[config.mk]
export PLATFORM = sky130hd
export DESIGN_NAME = trivium_sched
export DESIGN_NICKNAME = d
export VERILOG_FILES = /design/src/rtl/trivium_sched.sv
export SDC_FILE = /design/constraint.sdc
export NUM_CORES = 1
export LEC_CHECK = 0
export CAP_MARGIN = 10
export CORE_AREA = 2 2 240 242
export DETAILED_ROUTE_END_ITERATION = 16
export DIE_AREA = 0 0 242 244
export PLACE_DENSITY = 0.67
export SLEW_MARGIN = 25
export SYNTH_ARGS = -nofsm -noshare
export SYNTH_HDL_FRONTEND = slang
export SYNTH_SLANG_ARGS = --single-unit
[constraint.sdc]
create_clock -name CLK -period 7.8 [get_ports CLK]
set_input_delay 1.95 -clock CLK [delete_from_list [all_inputs] [get_ports CLK]]
set_output_delay 1.95 -clock CLK [all_outputs]
set_load 0.01 [all_outputs]
[src/rtl/trivium_sched.sv]
// Two-requester scheduler for a shared Trivium core: round-robin grant, key/IV load,
// warm-up counting, keystream deserialisation and a stall watchdog.
module trivium_sched #(
  parameter int KS_LEN  = 128,
  parameter int WARMUP  = 1152,
  parameter int TIMEOUT = 2047
) (
  input  logic              CLK,
  input  logic              RSTn,
  input  logic [1:0]        req,
  input  logic [79:0]       key0,
  input  logic [79:0]       iv0,
  input  logic [79:0]       key1,
  input  logic [79:0]       iv1,
  input  logic              ack,
  output logic              ks_vld,
  output logic              ks_id,
  output logic [KS_LEN-1:0] ks,
  output logic              err,
  output logic [79:0]       tv_kin,
  output logic [79:0]       tv_din,
  output logic              tv_krdy,
  output logic              tv_drdy,
  output logic              tv_encdec,
  output logic              tv_en,
  output logic              tv_rstn,
  input  logic              tv_bsy,
  input  logic              tv_kvld,
  input  logic              tv_dvld,
  input  logic              tv_dout
);

  typedef enum logic [2:0] {IDLE, KEY, KWAIT, IV, RUN, OUT, ABORT} state_t;

  localparam logic [11:0] SC_LO  = 12'(WARMUP + 1);
  localparam logic [11:0] SC_HI  = 12'(WARMUP + KS_LEN);
  localparam logic [11:0] WD_MAX = 12'(TIMEOUT);

  state_t            state_q, state_d;
  logic              rr_last_q, rr_last_d;
  logic              gid_q, gid_d;
  logic              key_ok_q, key_ok_d;
  logic [79:0]       last_key_q, last_key_d;
  logic [79:0]       kin_q, kin_d;
  logic [79:0]       din_q, din_d;
  logic [11:0]       sc_q, sc_d;
  logic [11:0]       wd_q, wd_d;
  logic [KS_LEN-1:0] ks_q, ks_d;
  logic              winner;
  logic [79:0]       win_key;
  logic [11:0]       sc_inc;

  // A lone request wins outright; on a tie the requester not served last wins.
  always_comb begin
    winner = 1'b0;
    case (req)
      2'b01:   winner = 1'b0;
      2'b10:   winner = 1'b1;
      default: winner = ~rr_last_q;
    endcase
    win_key = winner ? key1 : key0;
    sc_inc  = sc_q + 12'd1;
  end

  always_comb begin
    state_d    = state_q;
    rr_last_d  = rr_last_q;
    gid_d      = gid_q;
    key_ok_d   = key_ok_q;
    last_key_d = last_key_q;
    kin_d      = kin_q;
    din_d      = din_q;
    sc_d       = sc_q;
    ks_d       = ks_q;
    case (state_q)
      IDLE: begin
        if (req != 2'b00) begin
          gid_d   = winner;
          kin_d   = win_key;
          din_d   = winner ? iv1 : iv0;
          state_d = (key_ok_q && (win_key == last_key_q)) ? IV : KEY;
        end
      end
      KEY: begin
        last_key_d = kin_q;
        state_d    = KWAIT;
      end
      KWAIT: begin
        if (wd_q == WD_MAX) begin
          state_d = ABORT;
        end else if (tv_kvld) begin
          key_ok_d = 1'b1;
          state_d  = IV;
        end
      end
      IV: begin
        sc_d    = 12'd0;
        state_d = RUN;
      end
      RUN: begin
        // A result flagged before the full warm-up plus capture count is untrustworthy.
        if (wd_q == WD_MAX) begin
          state_d = ABORT;
        end else if (tv_dvld) begin
          state_d = (sc_q >= SC_HI) ? OUT : ABORT;
        end else if (tv_bsy) begin
          sc_d = sc_inc;
          if ((sc_inc >= SC_LO) && (sc_inc <= SC_HI)) begin
            ks_d = {ks_q[KS_LEN-2:0], tv_dout};
          end
        end
      end
      OUT: begin
        rr_last_d = gid_q;
        if (ack) state_d = IDLE;
      end
      ABORT: begin
        key_ok_d = 1'b0;
        state_d  = IDLE;
      end
      default: state_d = IDLE;
    endcase
    if (state_d != state_q) begin
      wd_d = 12'd0;
    end else if ((state_q == KWAIT) || (state_q == RUN)) begin
      wd_d = wd_q + 12'd1;
    end else begin
      wd_d = 12'd0;
    end
  end

  always_ff @(posedge CLK or negedge RSTn) begin
    if (!RSTn) begin
      state_q    <= IDLE;
      rr_last_q  <= 1'b1;
      gid_q      <= 1'b0;
      key_ok_q   <= 1'b0;
      last_key_q <= '0;
      kin_q      <= '0;
      din_q      <= '0;
      sc_q       <= '0;
      wd_q       <= '0;
      ks_q       <= '0;
    end else begin
      state_q    <= state_d;
      rr_last_q  <= rr_last_d;
      gid_q      <= gid_d;
      key_ok_q   <= key_ok_d;
      last_key_q <= last_key_d;
      kin_q      <= kin_d;
      din_q      <= din_d;
      sc_q       <= sc_d;
      wd_q       <= wd_d;
      ks_q       <= ks_d;
    end
  end

  assign ks_vld    = (state_q == OUT);
  assign ks_id     = gid_q;
  assign ks        = ks_q;
  assign err       = (state_q == ABORT);
  assign tv_kin    = kin_q;
  assign tv_din    = din_q;
  assign tv_krdy   = (state_q == KEY);
  assign tv_drdy   = (state_q == IV);
  assign tv_encdec = 1'b0;
  assign tv_en     = (state_q != ABORT);
  assign tv_rstn   = (state_q != ABORT);

endmodule

==> out/qor.csv, run 1 <==
metric,value,unit
P_leak,11.7,nW
post-DP HPWL,50800,µm
"most common cell after layout, fill and taps aside",clkdlybuf4s50_1,
switching fraction of total power,0.362,
Final Instance Area,27200,µm²
Internal Power,5.83,mW
CTS buffer count,47,
Setup-failing EPs final,0,
Slew Limit Headroom,0.247,
post-CTS setup buffer count,0,
Hold WC Path Type,register to register,
CTS tree,built,
initial core utilization,0.334,
number of synthesized register bits,398,
synthesized area per cell,10.4,µm²
CP peak stage delay,790,ps
Worst R2R Path Depth,9,
Worst-path clk slew,60,ps
post-synthesis cell count,1798,
worst skew pair latency,580,ps
Tot GR Track Use,0.228,
Final WS setup,2150,ps
CP required,8310,ps
Routed Wire Length,69300,µm
CP max stage cell,a2111oi_0,
ys async rst share,1.00,
WP buf/inv,2,
reg2reg end,ks[26],
layout overhead on the synthesized area,45.3,%
area of the core,56200,µm²
initial drt markers,1139,
Worst IR Drop VDD,0.274,mV
Hold Path Sink,wd_q[0],
hold_buf cts,0,
gpl congestion,0.886,
Crit Path Category,input port to register,
fin crit share,0.724,
first-pass GRT wire length,103000,µm
"Top cell by count, worst path",or4_1,
syn_nets,2133,
post_cts resized,0,
Cell Rows,87,
die outline width,242,µm
worst-path cell chain,"clkdlybuf4s50_1, inv_1, ha_1, nand2b_2, nand2_4, or4_1, a2111oi_0, nand4_1, or4_1, o21bai_1",
RSZ-0062 raised after global routing,false,
sequential share of the synthesized area,0.531,
largest net degree at the start of global routing,204,
Worst R2R Setup Slack,3780,ps
post-synthesis cell type count,65,
outcome,completed,
Placed Area,25600,µm²
Root Driver,clkbuf_16,
Setup WS pre-CTS,1560,ps
crit-path max FO,34,
Reg-to-Reg Start,wd_q[0],
Crit path max-delay family,simple AND/OR/NAND/NOR gates,
drt first pass iters,5,
most frequent cells in the layout,"clkdlybuf4s50_1 (622), dfrtp_1 (397), nand2_1 (230)",
number of flops mapped to enable cells by yosys,0,
Synth Flop Type,dfrtp_1,
Setup crit start kind,input port,
Final min period,5650,ps
total vias in the final route,16600,
total clock sinks,398,
synthesis warning total,0,
io pins,625,
global route overflow,0,
fin. max-slew vios,0,
Max Buffers Root-to-Sink,3,
Tightest Pin Transition,1130,ps
per-cell routed wire length,21.9,µm
CP endpoint kind,register,
fin nets,2702,
final hold vios,0,
Die Area,59000,µm²
Syn Std Cell Area,18800,µm²
PwrDens,336,nW/µm²
H-tree depth,2,
Hold Crit Start,wd_q[0],
share of cells above drive strength 1,0.112,
Clock Skew,20.3,ps
Routed Antenna Nets,0,
Tot Pwr,9.14,mW
Hold Path Depth,1,
Comb power frac,0.389,
DIE HEIGHT,244,µm
PortBufs,623,
TNS Setup,0,ps
crit path DAT,6160,ps
drt drc,0,
initial antenna violation count,13,
vias in the first global route,16600,
Switch Pwr,3.31,mW
Clk pwr share,0.249,
f_max,177,MHz
Avg Vias per Cell,5.25,
Sequential Power Share,0.362,
MaxCap Viol Count,0,
## kinds of logic (layout without fill, tap and decap cells)
group / count (synthesis) / after routing / synth area share
adders and majority gates: 6 / 6 / 0.00400
other: 1 / 8 / 0.000200
AOI/OAI and AO/OA: 378 / 378 / 0.124
DFF: 398 / 398 / 0.531
buffers and inverters: 158 / 760 / 0.0375
and+or+nand+nor: 617 / 617 / 0.147
muxes: 204 / 204 / 0.140
xor gates and xnor gates: 36 / 36 / 0.0168
## how the worst max path moves through the flow
stage                     depth (start not counted)  startpoint          to  slack [ps]
after global routing                             10      req[1]  state_q[1]        1930
after global placement                           10      req[1]  state_q[1]        1550
after CTS                                        10      req[0]  state_q[1]        2170
after floorplan                                  11      req[0]  tv_din[73]        3370
after detailed placement                         10      req[0]  state_q[1]        1560
final                                            10      req[0]  state_q[1]        2150
## synthesized netlist by cell type, drive strengths merged, types with 2 or more instances
cell	count	area, µm²
dfrtp	397	9930
nand2	231	867
mux2	197	2560
nor2	193	724
a31oi	149	932
clkbuf	99	372
o21ai	88	440
nand3	69	345
a21oi	68	340
inv	38	143
and3	37	231
xnor2	25	219
buf	21	189
nand2b	18	113
nor4	13	81.3
nor2b	12	75.1
a2111oi	11	96.3
xor2	11	96.3
nand4	9	56.3
and2	8	51.3
o2111ai	8	70.1
mux2i	7	70.1
o22ai	7	43.8
or4	7	52.6
a21boi	6	45.0
ha	6	75.1
o21bai	5	37.5
a21o	4	30.0
a222oi	4	40.0
nor3	4	25.0
o31ai	4	30.0
a221oi	3	26.3
o221ai	3	26.3
o2bb2ai	3	26.3
or3	3	18.8
or3b	3	26.3
a2111o	2	22.5
a211oi	2	15.0
a221o	2	20.0
and3b	2	17.5
nor3b	2	15.0
## per-layer routing
| layer | global-route usage | part of all wire | wire length, µm |
|---|---|---|---|
| met5 | 0 | 0.00097 | 67 |
| met1 | 0.279 | 0.39 | 27000 |
| met2 | 0.364 | 0.47 | 32700 |
| met3 | 0.0730 | 0.090 | 6250 |
| met4 | 0.109 | 0.047 | 3240 |
## layout make-up
cell class	instances	area, µm²
diodes	7	17.5
clock buffers	70	1420
clock inverters	12	178
fillers	5167	28900
inverters	38	143
multi-input cells	1242	8150
flip-flops and latches	398	9960
well taps	756	946
repair buffers	640	6430
## power by group through the flow
stage / Combinational, mW / Sequential (mW) / Clock [mW]
floorplan: 1.68 / 3.33 / 0
global placement: 3.51 / 3.29 / 0
detailed placement: 3.55 / 3.32 / 0
CTS: 3.57 / 3.30 / 2.32
global route: 3.86 / 3.38 / 2.41
finish: 3.56 / 3.31 / 2.28
## stage by stage
step	util	std cells	hold WS, ps
finish	0.485	3163	488
global route	0.485	3160	519
CTS	0.484	3155	493
detailed placement	0.456	3073	485
global placement	0.456	3073	468
floorplan	-	1798	447
## registers in the layout, summed over array words and instances (netlist names)
| register | flops |
|---|---|
| last_key_q | 80 |
| tv_kin | 80 |
| sc_q | 12 |
| wd_q | 12 |
| ks | 128 |
| key_ok_q | 1 |
| rr_last_q | 1 |
| tv_din | 80 |
| state_q | 3 |
| ks_id | 1 |
Note: power is estimated with default switching activity, not from simulation.
==> run 2, diff against run 1 <==
CORE_AREA = 2 2 241 243   (was 2 2 240 242)
DIE_AREA = 0 0 243 245   (was 0 0 242 244)
PLACE_DENSITY = 0.69   (was 0.67)
clock period = 4.9 ns   (was 7.8 ns; I/O delays follow)
==> out/qor.csv, run 2 (synthesis results as in run 1) <==
metric,value,unit,change
fin. max-slew vios,0,,unchanged
CP endpoint kind,register,,
global route overflow,0,,unchanged
post-DP HPWL,53100,µm,+4.6%
fill count,5267,,+1.9%
Hold WC Path Type,register to register,,
Die Area,59500,µm²,+0.82%
drt first pass iters,5,,unchanged
placed cells,3098,,+0.81%
area of the core,57000,µm²,+1.5%
first-pass GRT wire length,105000,µm,+1.6%
largest net degree at the start of global routing,127,,-38%
total vias in the final route,16800,,+1.1%
Setup crit start kind,input port,,
io pins,625,,unchanged
TNS Setup,0,ps,unchanged
vias in the first global route,16900,,+1.5%
PortBufs,623,,unchanged
Finished Layout Cells,3186,,+0.73%
Worst-path clk slew,60,ps,about the same
Cell Rows,88,,+1.1%
Crit Path Category,input port to register,,
Tightest Pin Transition,925,ps,-204 ps
hold_buf cts,0,,unchanged
Final Util,0.482,,-0.00328
outcome,completed,,
crit path DAT,4680,ps,-1480 ps
worst skew pair latency,600,ps,+20 ps
CTS tree,built,,
layout overhead on the synthesized area,46.5,%,
MaxCap Viol Count,0,,unchanged
initial drt markers,1201,,+5.4%
Clock Skew,32.2,ps,+12.0 ps
drt drc,0,,unchanged
initial antenna violation count,10,,-3
PwrDens,536,nW/µm²,+60%
Max Buffers Root-to-Sink,3,,unchanged
DIE HEIGHT,245,µm,+0.41%
final hold vios,0,,unchanged
CP required,5430,ps,-2880 ps
CTS buffer count,47,,unchanged
post-CTS setup buffer count,0,,unchanged
Routed Antenna Nets,0,,unchanged
Routed Wire Length,70500,µm,+1.7%
post_cts resized,0,,unchanged
Tot Pwr,14.7,mW,+61%
Final min period,4150,ps,
f_max,241,MHz,
share of cells above drive strength 1,0.118,,+0.00656
flip-flop count of the largest register after layout,128,,unchanged
total clock sinks,398,,unchanged
most frequent cells in the layout,"clkdlybuf4s50_1 (622), dfrtp_1 (397), nand2_1 (230)",,
Slew Limit Headroom,0.383,,+0.136
H-tree depth,2,,unchanged
Setup-failing EPs final,0,,unchanged
Tot GR Track Use,0.230,,+0.00228
initial core utilization,0.329,,-0.00507
fin crit share,0.847,,
per-cell routed wire length,22.1,µm,+1.0%
gpl congestion,0.930,,+5.0%
fin nets,2717,,+0.56%
Worst IR Drop VDD,0.326,mV,+19%
crit-path max FO,17,,-50%
die outline width,243,µm,+0.41%
RSZ-0062 raised after global routing,false,,
"most common cell after layout, fill and taps aside",clkdlybuf4s50_1,,
P_leak,11.9,nW,+1.1%
Avg Vias per Cell,5.27,,+0.34%
Root Driver,clkbuf_16,,
-- run 2: cell types whose count changed in the layout (fill, tap and decap cells not counted), sizes merged --
cell	delta
clkinv	+1
diode	-5
clkbuf	-2
inv	+3
buf	+15
bufinv	+2
-- run 2: worst max-delay path: stages --
cell	delay (ps)
clkdlybuf4s50_1	480
inv_1	50
ha_1	400
nand2b_2	230
nand2_4	180
or4_1	560
a2111oi_0	720
nand4_1	160
or4_1	530
o21bai_1	140
-- run 2: path summary, 6_finish.rpt --
check / slack (ps) / from / endpoint / cells past startpoint
hold reg to reg: 480 / wd_q[0] / wd_q[0] / 1
max in group asynchronous: 3310 / RSTn / tv_kin[12] / 2
hold / removal: 480 / wd_q[0] / wd_q[0] / 1
min in group asynchronous: 660 / RSTn / ks[19] / 1
setup / recovery: 750 / req[1] / state_q[1] / 10
setup reg to reg: 1330 / sc_q[0] / ks[67] / 8
-- run 2: stage by stage --
stage          area, µm²  setup WS, ps  hold WS (ps)
3_3_place_gp       25800           177           464
2_1_floorplan      18800          1190           447
6_report           27500           748           479
5_1_grt            27500           613           501
3_5_place_dp       25800          88.6           473
4_1_cts            27500           732           482
-- run 2: power breakdown --
group / internal, mW / switching [mW] / total [mW]
Clock: 2.28 / 1.47 / 3.74
Sequential: 4.36 / 0.928 / 5.28
Combinational: 2.76 / 2.94 / 5.71
-- run 2: routing by layer --
| metal | vias up | part of all wire | global-route usage |
|---|---|---|---|
| met2 | 746 | 0.47 | 0.373 |
| met4 | 12 | 0.040 | 0.0920 |
| li1 | 7563 | - | - |
| met3 | 172 | 0.082 | 0.0637 |
| met1 | 8300 | 0.41 | 0.291 |
| met5 | - | 0.0012 | 0 |
-- run 2: area by class of cell --
class	instances	area, µm²	share of cell area
Clock buffer	68	1380	0.0500
Clock inverter	18	280	0.0102
Tap cell	765	957	0.0348
Multi-Input combinational cell	1242	8150	0.297
Inverter	38	143	0.00519
Timing Repair Buffer	655	6610	0.240
Sequential cell	398	9960	0.362
Antenna cell	2	5.00	0.000182
==> run 3, diff against run 2 <==
CORE_AREA = 2 2 240 242   (was 2 2 241 243)
DIE_AREA = 0 0 242 244   (was 0 0 243 245)
PLACE_DENSITY = 0.67   (was 0.69)
clock period = 4.1 ns   (was 4.9 ns; I/O delays follow)
==> out/qor.csv, run 3 (synthesis results as in run 1) <==
metric,value,unit,change
largest net degree at the start of global routing,111,,-13%
io pins,625,,unchanged
Tightest Pin Transition,952,ps,+27.6 ps
per-cell routed wire length,22.0,µm,-0.39%
Setup-failing EPs final,0,,unchanged
Worst-path clk slew,60,ps,about the same
Hold WC Path Type,register to register,,
Die Area,59000,µm²,-0.82%
"most common cell after layout, fill and taps aside",clkdlybuf4s50_1,,
Final WS setup,359,ps,-389 ps
worst-path cell chain,"clkdlybuf4s50_1, inv_1, buf_4, ha_1, nand2b_2, buf_4, a21boi_0, nor2_1, a2111oi_0, nand4_1, or4_1, o21bai_1",,
area of the core,56200,µm²,-1.5%
Root Driver,clkbuf_16,,
RSZ-0062 raised after global routing,false,,
initial drt markers,1421,,+18%
drt drc,0,,unchanged
Setup crit start kind,input port,,
Clock Skew,26.3,ps,-5.94 ps
CP peak stage delay,690,ps,-30 ps
CP endpoint kind,register,,
Routed Wire Length,71900,µm,+2.1%
post-CTS setup buffer count,0,,unchanged
initial core utilization,0.334,,+0.00507
Slew Limit Headroom,0.365,,-0.0184
P_leak,12.2,nW,+3.1%
Final min period,3740,ps,
PortBufs,623,,unchanged
CTS tree,built,,
crit-path max FO,29,,+12
MaxCap Viol Count,0,,unchanged
Worst IR Drop VDD,0.342,mV,+4.9%
Hold Crit Start,wd_q[0],,
CP max stage cell,a2111oi_0,,
layout overhead on the synthesized area,49.4,%,
share of cells above drive strength 1,0.149,,+0.0307
vias in the first global route,17200,,+2.0%
fin crit share,0.912,,
gpl congestion,0.949,,+2.0%
Cell Rows,87,,-1.1%
Setup WS pre-CTS,-175,ps,-264 ps
f_max,267,MHz,
Reg-to-Reg Start,sc_q[0],,
total clock sinks,398,,unchanged
initial antenna violation count,8,,-2
DIE HEIGHT,244,µm,-0.41%
fin. max-slew vios,0,,unchanged
fill count,5089,,-3.4%
Crit Path Category,input port to register,,
Routed Antenna Nets,0,,unchanged
post_cts resized,0,,unchanged
first-pass GRT wire length,107000,µm,+2.3%
multi-input gate area in the final layout,8150,µm²,unchanged
post-DP HPWL,54600,µm,+2.8%
total vias in the final route,17000,,+1.4%
Worst Setup SP,req[0],,
final hold vios,0,,unchanged
H-tree depth,2,,unchanged
most frequent cells in the layout,"clkdlybuf4s50_1 (622), dfrtp_1 (397), nand2_1 (230)",,
die outline width,242,µm,-0.41%
Tot GR Track Use,0.236,,+0.00650
Hold WS,497,ps,+18.4 ps
drt first pass iters,5,,unchanged
TNS Setup,0,ps,unchanged
Avg Vias per Cell,5.21,,-1.1%
worst skew pair latency,580,ps,-20 ps
CP required,4610,ps,-820 ps
Max Buffers Root-to-Sink,3,,unchanged
crit path DAT,4250,ps,-430 ps
CTS buffer count,46,,-2.1%
global route overflow,0,,unchanged
PwrDens,627,nW/µm²,+17%
fin nets,2806,,+3.3%
"Top cell by count, worst path",buf_4,,
hold_buf cts,0,,unchanged
FF+latch area,9960,µm²,unchanged
outcome,completed,,
flip-flop count of the largest register after layout,128,,unchanged
## run 3: changes by cell type in the layout (fill, tap and decap cells not counted), sizes merged
| cell | delta |
|---|---|
| clkinv | +7 |
| clkinvlp | -1 |
| inv | -2 |
| clkbuf | -3 |
| diode | +3 |
| buf | +90 |
| bufinv | -5 |
## run 3: stage by stage
| stage | util | cells | power, mW | cell area [µm²] |
|---|---|---|---|---|
| 3_3_place_gp | 0.473 | 3179 | 13.4 | 26500 |
| 5_1_grt | 0.499 | 3263 | 18.5 | 28000 |
| 3_5_place_dp | 0.473 | 3179 | 13.6 | 26500 |
| 4_1_cts | 0.499 | 3261 | 17.7 | 28000 |
| 6_report | 0.499 | 3266 | 17.6 | 28000 |
| 2_1_floorplan | - | 1798 | 9.53 | 18800 |
## run 3: worst paths after layout
check / to / slack [ps] / cells past startpoint
setup / recovery: state_q[1] / 360 / 12
hold / removal: wd_q[0] / 500 / 1
setup reg to reg: ks[106] / 770 / 8
hold reg to reg: wd_q[0] / 500 / 1
max in group asynchronous: tv_din[62] / 2530 / 2
min in group asynchronous: tv_din[78] / 540 / 1
## run 3: layout make-up
cell class / instances / area share
sequential: 398 / 0.355
multi-input combinational: 1242 / 0.291
timing repair buffer: 745 / 0.262
clock buffer: 65 / 0.0480
tap: 756 / 0.0338
inverter: 38 / 0.00509
clock inverter: 17 / 0.00433
antenna: 5 / 0.000446
## run 3: power by group
part | internal [mW] | total, mW | switching [mW]
Sequential | 5.20 | 6.33 | 1.12
Clock | 2.34 | 4.02 | 1.68
Combinational | 3.58 | 7.21 | 3.63
Total | 11.1 | 17.6 | 6.44
## run 3: worst max-delay path, delay by kind of cell
| family | cells | cell delay, ps |
|---|---|---|
| AO/OA/AOI/OAI | 3 | 1110 |
| AND/OR/NAND/NOR | 4 | 950 |
| buffers and inverters | 4 | 900 |
| adder cells (fa/ha/maj) | 1 | 250 |
## run 3: per-layer routing
metal	global-route usage	part of all wire
met1	0.297	0.40
met2	0.393	0.48
met3	0.0558	0.083
met4	0.0973	0.040
met5	0	0.00057
